### config.mk
export PLATFORM = sky130hd
export DESIGN_NAME = spi_receiver
export DESIGN_NICKNAME = d
export VERILOG_FILES = /design/src/rtl/spi_receiver_pkg.sv /design/src/rtl/spi_pin_sync.sv /design/src/rtl/spi_receiver.sv
export SDC_FILE = /design/constraint.sdc
export NUM_CORES = 1
export LEC_CHECK = 0
export CORE_AREA = 3 3 41 43
export CTS_BUF_LIST = sky130_fd_sc_hd__clkbuf_8
export DETAILED_ROUTE_END_ITERATION = 10
export DIE_AREA = 0 0 44 46
export PLACE_DENSITY = 0.83
export SLEW_MARGIN = 20
export SYNTH_ARGS = -nofsm -noshare
export SYNTH_HDL_FRONTEND = slang
export SYNTH_SLANG_ARGS = --single-unit
### constraint.sdc
create_clock -name _i_clk -period 1.6 [get_ports _i_clk]
set_input_delay 0.48 -clock _i_clk [delete_from_list [all_inputs] [get_ports _i_clk]]
set_output_delay 0.48 -clock _i_clk [all_outputs]
set_load 0.01 [all_outputs]
### src/rtl/spi_receiver_pkg.sv
// Shared types and helpers for the SPI command receiver.
// A received byte is split into a 2-bit tag and a 6-bit payload.
package spi_receiver_pkg;

    localparam int BYTE_W    = 8;
    localparam int CNT_W     = 3;
    localparam int PAYLOAD_W = 6;

    typedef enum logic [1:0] {
        TAG_NOP    = 2'b00,
        TAG_SET    = 2'b01,
        TAG_TOGGLE = 2'b10,
        TAG_MATCH  = 2'b11
    } cmd_tag_e;

    typedef struct packed {
        cmd_tag_e               tag;
        logic [PAYLOAD_W-1:0]   payload;
    } cmd_t;

    function automatic cmd_t decode_byte(input logic [BYTE_W-1:0] b);
        cmd_t c;
        c.tag     = cmd_tag_e'(b[BYTE_W-1 -: 2]);
        c.payload = b[PAYLOAD_W-1:0];
        return c;
    endfunction

    // Next value of the status bit after executing one command.
    function automatic logic apply_cmd(input cmd_t c, input logic cur,
                                       input logic [PAYLOAD_W-1:0] key);
        logic nxt;
        nxt = cur;
        case (c.tag)
            TAG_NOP:    nxt = cur;
            TAG_SET:    nxt = c.payload[0];
            TAG_TOGGLE: nxt = ~cur;
            TAG_MATCH:  nxt = (c.payload == key);
            default:    nxt = cur;
        endcase
        return nxt;
    endfunction

endpackage

### src/rtl/spi_pin_sync.sv
// Two-flop synchronizers for the SPI pins, with rising-edge detect on sclk.
// cs_n resets to 1 so a reset never looks like an active frame.
module spi_pin_sync (
    input  logic clk,
    input  logic rst_n,
    input  logic sclk,
    input  logic cs_n,
    input  logic mosi,
    output logic sclk_rise,
    output logic cs_n_s,
    output logic mosi_s
);

    logic [2:0] sclk_sr;
    logic [1:0] cs_sr;
    logic [1:0] mosi_sr;

    always_ff @(posedge clk or negedge rst_n) begin
        if (!rst_n) begin
            sclk_sr <= '0;
            cs_sr   <= '1;
            mosi_sr <= '0;
        end else begin
            sclk_sr <= {sclk_sr[1:0], sclk};
            cs_sr   <= {cs_sr[0], cs_n};
            mosi_sr <= {mosi_sr[0], mosi};
        end
    end

    // sclk_sr[2] is the previous synchronized value, used only for edge detect.
    assign sclk_rise = sclk_sr[1] & ~sclk_sr[2];
    assign cs_n_s    = cs_sr[1];
    assign mosi_s    = mosi_sr[1];

endmodule

### src/rtl/spi_receiver.sv
// Oversampled SPI mode-0 slave: assembles MSB-first bytes and applies each
// as a command to a single registered status bit.
module spi_receiver
    import spi_receiver_pkg::*;
#(
    parameter logic [PAYLOAD_W-1:0] KEY = 6'h2A
) (
    input  logic _i_clk,
    input  logic _i_rst,
    input  logic _i_sclk,
    input  logic _i_cs_n,
    input  logic _i_mosi,
    output logic __output
);

    logic              sclk_rise;
    logic              cs_n_s;
    logic              mosi_s;
    logic [BYTE_W-1:0] shift_reg;
    logic [CNT_W-1:0]  bit_cnt;
    logic              byte_valid;
    logic              status_q;
    cmd_t              cmd;

    spi_pin_sync u_sync (
        .clk       (_i_clk),
        .rst_n     (_i_rst),
        .sclk      (_i_sclk),
        .cs_n      (_i_cs_n),
        .mosi      (_i_mosi),
        .sclk_rise (sclk_rise),
        .cs_n_s    (cs_n_s),
        .mosi_s    (mosi_s)
    );

    // The shift register doubles as the byte latch: once byte_valid fires it
    // holds the full byte until the next sclk rise, at least 3 clocks later.
    always_ff @(posedge _i_clk or negedge _i_rst) begin
        if (!_i_rst) begin
            shift_reg  <= '0;
            bit_cnt    <= '0;
            byte_valid <= 1'b0;
        end else begin
            byte_valid <= 1'b0;
            if (cs_n_s) begin
                bit_cnt <= '0;
            end else if (sclk_rise) begin
                shift_reg <= {shift_reg[BYTE_W-2:0], mosi_s};
                bit_cnt   <= bit_cnt + CNT_W'(1);
                if (bit_cnt == CNT_W'(BYTE_W - 1)) begin
                    byte_valid <= 1'b1;
                end
            end
        end
    end

    assign cmd = decode_byte(shift_reg);

    always_ff @(posedge _i_clk or negedge _i_rst) begin
        if (!_i_rst) begin
            status_q <= 1'b0;
        end else if (byte_valid) begin
            status_q <= apply_cmd(cmd, status_q, KEY);
        end
    end

    assign __output = status_q;

endmodule

**After elaboration in Yosys (flattened, before gate mapping)**

Cells that the tools add are included.
Widths: inputs -> output; s select.

- Flip-flop bits (word level): 20
- Input port bits: 5
- Output and inout bits: 1
- Word-level logic and storage cells: 28

- Add/sub/neg operators: 1
- Eq/ne operators: 5
- Multiplexer cells: 6
- Bitwise operators: 5
- Reductions and logical operators: 4

Operator list:

| cell | number |
|---|---|
| $eq 6x6->1 const B | 1 |
| $mux 3 | 2 |
| $eq 2x2->1 const B | 2 |
| $not 1->1 | 4 |
| $reduce_and 2->1 | 2 |
| $add 3x1->3 const B | 1 |
| $eq 3x3->1 const B | 1 |
| $mux 1 | 3 |
| $pmux 1 s3 | 1 |
| $eq 2x1->1 const B | 1 |
| $logic_not 2->1 | 1 |
| $reduce_bool 2->1 | 1 |
| $and 1x1->1 | 1 |

**Depth between registers and ports, before layout**

- Depth after elaboration: 4
- Depth in mapped cells: 4
- Mapped depth without buffers: 4

**By module**

Synthesis repeated with hierarchy kept, for this count alone.

- Cells, all modules: 49
- Area total of the unflattened synthesis: 783.3 um^2

By module, submodules not included:

| module | times used | cells each | area an instance (um^2) | seq. area each (um^2) |
|---|---|---|---|---|
| spi_receiver | 1 | 41 | 591.8 | 325.3 |
| spi_pin_sync | 1 | 8 | 191.4 | 177.7 |

**Least setup slack after synthesis**

No wires, ideal clock.

- Path type: reg-to-reg
- Start point: register u_sync.sclk_sr[2]
- End point: register shift_reg[1] (netlist: cmd[1])
- Library setup time: 0.125 ns
- Arrival time: 1.058 ns
- Data required time: 1.475 ns
- Path slack: 0.417 ns
- Cell stages (with the launch flop): 5
- Buffers on the path: 1
- Clock period less this slack: 1.183 ns
- Cell sequence: dfrtp_1 -> nand2b_4 -> buf_6 -> nor2_8 -> mux2_2

- Longest elaborated chain between the ends: 3

Ends and longest elaborated chain:

| item | line | source |
|---|---|---|
| start, declared | spi_pin_sync.sv:14 | `logic [2:0] sclk_sr;` |
| start signal, assigned | spi_pin_sync.sv:24 | `sclk_sr <= {sclk_sr[1:0], sclk};` |
| $not 1->1 | spi_pin_sync.sv:31 | `assign sclk_rise = sclk_sr[1] & ~sclk_sr[2];` |
| $and 1x1->1 | spi_pin_sync.sv:31 |  |
| $reduce_and 2->1 (no source line) | -- |  |
| end signal, assigned | spi_receiver.sv:48 | `shift_reg <= {shift_reg[BYTE_W-2:0], mosi_s};` |
| end, declared | spi_receiver.sv:19 | `logic [BYTE_W-1:0] shift_reg;` |

No other way between the ends.
A chain may end at the register's enable or synchronous reset.

**Worst setup path in the final report**

- Start point: register status_q (netlist: __output)
- End point: output port __output

RTL lines:

| item | line | source |
|---|---|---|
| start, declared | spi_receiver.sv:22 | `logic status_q;` |
| start signal, assigned | spi_receiver.sv:63 | `status_q <= apply_cmd(cmd, status_q, KEY);` |
| end, declared | spi_receiver.sv:13 | `output logic __output` |

No word-level cell between the ends.

==> impl_metrics.ini <==
[synthesis]
avgSynthCellArea_sq_um = 16.0
ys_ff_latch = 20
synth_xor_area_frac = 0.0114
yosys-mux-area-fraction = 0.144
synth_top_family_by_area = multiplexers
synth_fp_nets = 55
synthSimpleGateAreaFrac = 0.124
ys_seq_area_frac = 0.656
synth_area_sq_um = 767
synthCells = 48
yosysWarningCount = 0
synth_compound_area_frac = 0.0179
synthAdderAreaFrac = 0.0326
ys_types = 19

[pwr]
cellLeakagePower_nw = 0.437
ir_drop_uv = 659
p_per_area_nw_per_um2 = 1350

[job]
cap_violations = 0

[placed_design]
io_buffers = 5
dpl.cell_count = 68
gp_congestion = 0.644
dp_slack_ns = 0.223
dp_hpwl_um = 662

[final_layout]
instances_no_fill = 72
antennaDiodeCount = 0
area_growth_pct = 15.5
layout-drive-gt1-share = 0.281
final_common_cell = dfrtp_1
fin_nets = 65
fillers = 100
layout_common_cells = dfrtp_1, mux2_2, nor2_1, clkbuf_8, clkdlybuf4s50_1

[route]
vias_per_cell = 5.57
wl_per_cell_um = 13.2
route.met2.wl_um = 442
top_layer = met4
drt_iter0_drc = 3
met3_length_um = 62
routed_wl_um = 951
met1_length_um = 428
drc_errors = 0
drtPass1Iterations = 3
ant_nets = 0
vias = 401

[sta]
slew_viol_final = 0
max-slew-margin-rel = 0.839
worstMarginPinSlew_ns = 0.242
min_period_over_period = 0.886
rsz0062_at_grt = no
setup_viol = 0
finalClockSkew_ns = 0.000929
fmax_mhz = 705
setup_tns_ns = 0
fin_ws_ns = 0.182
hold_viol = 0
fin_crit_ns = 1.42

[setup_path]
cp_num_buf_inv = 1
path_cells = dlygate4sd2_1
slowest_delay_ns = 0.40
worstSetupEndpointType = output pin
cp.required_ns = 1.12
cp.arrival_ns = 0.94
slowest_stage = dfrtp_1
critPathKind = reg2out
worst_setup_path_start_kind = register
critical_path.top_delay_family = flip-flops
cp_max_fo = 4

[floorplanning]
fp.dieH_um = 46
pin_count = 6
rows = 13
fp.dieW_um = 44
core_region_area_sq_um = 1330
start_util = 0.575
dieArea_sq_um = 2020

[clock_network]
cts_tree = done
insertion_delay_ns = 0.25
h-tree-depth = 1
clockBufferDepth = 2
cts_repair_resize_count = 1
cts-buffers-inserted = 3
clk_pin_slew_worst_paths_ns = 0.07
clock_sinks = 20
root_buffer = clkbuf_8
cts_hold_buf = 0
postCtsSetupRepairBufs = 0

[global_route]
grt_pass1_vias = 449
grt_start_max_net_pins = 21
grt_pass1_wl_um = 1950
grt-ovfl-total = 0
antenna_found_initial = 0
track_usage = 0.148

[hold_path]
min-delay-path-class = reg2reg

[run_status]
status = finished, final reports clean
[synthesized netlist by cell type]
master | n | area (sq um)
a31oi_1 | 1 | 6.26
and2_1 | 1 | 6.26
and2b_1 | 1 | 7.51
and3b_1 | 1 | 8.76
and4bb_1 | 1 | 12.5
buf_6 | 1 | 11.3
dfrtp_1 | 18 | 450
dfstp_2 | 2 | 52.6
ha_1 | 2 | 25.0
mux2_1 | 1 | 11.3
mux2_2 | 7 | 78.8
mux2i_1 | 2 | 20.0
nand2b_4 | 1 | 13.8
nor2_1 | 4 | 15.0
nor2_8 | 1 | 20.0
nor3_1 | 1 | 5.00
nor4_1 | 1 | 6.26
o211ai_1 | 1 | 7.51
xor2_1 | 1 | 8.76
[sequential cells by signal, indices dropped and copies added, names as in the netlist]
| register | cells |
|---|---|
| cmd | 8 |
| bit_cnt | 3 |
| u_sync.cs_sr | 2 |
| byte_valid | 1 |
| __output | 1 |
| u_sync.mosi_sr | 2 |
| u_sync.sclk_sr | 3 |
[layout make-up]
class                      count  area (sq um)  share of cell area
timing repair buffer           6          56.3              0.0636
sequential                    20           503               0.568
tap                           15          18.8              0.0212
multi-input combinational     27           253               0.285
clock buffer                   4          55.1              0.0621
[power by group]
| part | total, W | leakage [nW] | internal, W | switching, W |
|---|---|---|---|---|
| registers | 0.000672 | 0.248 | 0.000602 | 0.0000696 |
| logic | 0.000148 | 0.160 | 0.000100 | 0.0000473 |
| clock network | 0.000373 | 0.0288 | 0.000219 | 0.000154 |
[path summary, 6_finish.rpt]
kind                                    from                 to  slack, ns  cells past startpoint
setup reg to reg           u_sync.sclk_sr[2]             cmd[1]       0.42                      3
max in group asynchronous             _i_rst    u_sync.cs_sr[0]       0.78                      2
setup / recovery                    __output           __output       0.18                      1
hold / removal             u_sync.sclk_sr[0]  u_sync.sclk_sr[1]       0.36                      0
hold reg to reg            u_sync.sclk_sr[0]  u_sync.sclk_sr[1]       0.36                      0
min in group asynchronous             _i_rst             cmd[6]       0.56                      2
[stage by stage]
stage	total power, W	util	instance area (sq um)	hold WS, ns
after floorplan	0.000780	-	767	0.184
after global placement	0.000821	0.624	832	0.332
after detailed placement	0.000835	0.624	832	0.336
after CTS	0.00121	0.664	886	0.357
after global routing	0.00127	0.664	886	0.368
final	0.00119	0.664	886	0.356
[metal layers]
layer,GRT usage,up-vias
li1,-,184
met1,0.159,206
met2,0.227,9
met3,0.0711,2
met4,0.108,0
met5,0,-
[cell families (layout without fill, tap and decap cells)]
kind of cell | Yosys count | after routing
compound gates | 2 | 2
buf+inv | 1 | 10
simple gates | 12 | 12
mux | 10 | 10
fa+ha+maj | 2 | 2
xor+xnor | 1 | 1
flops | 20 | 20
Power figures use the tool's default switching activity.
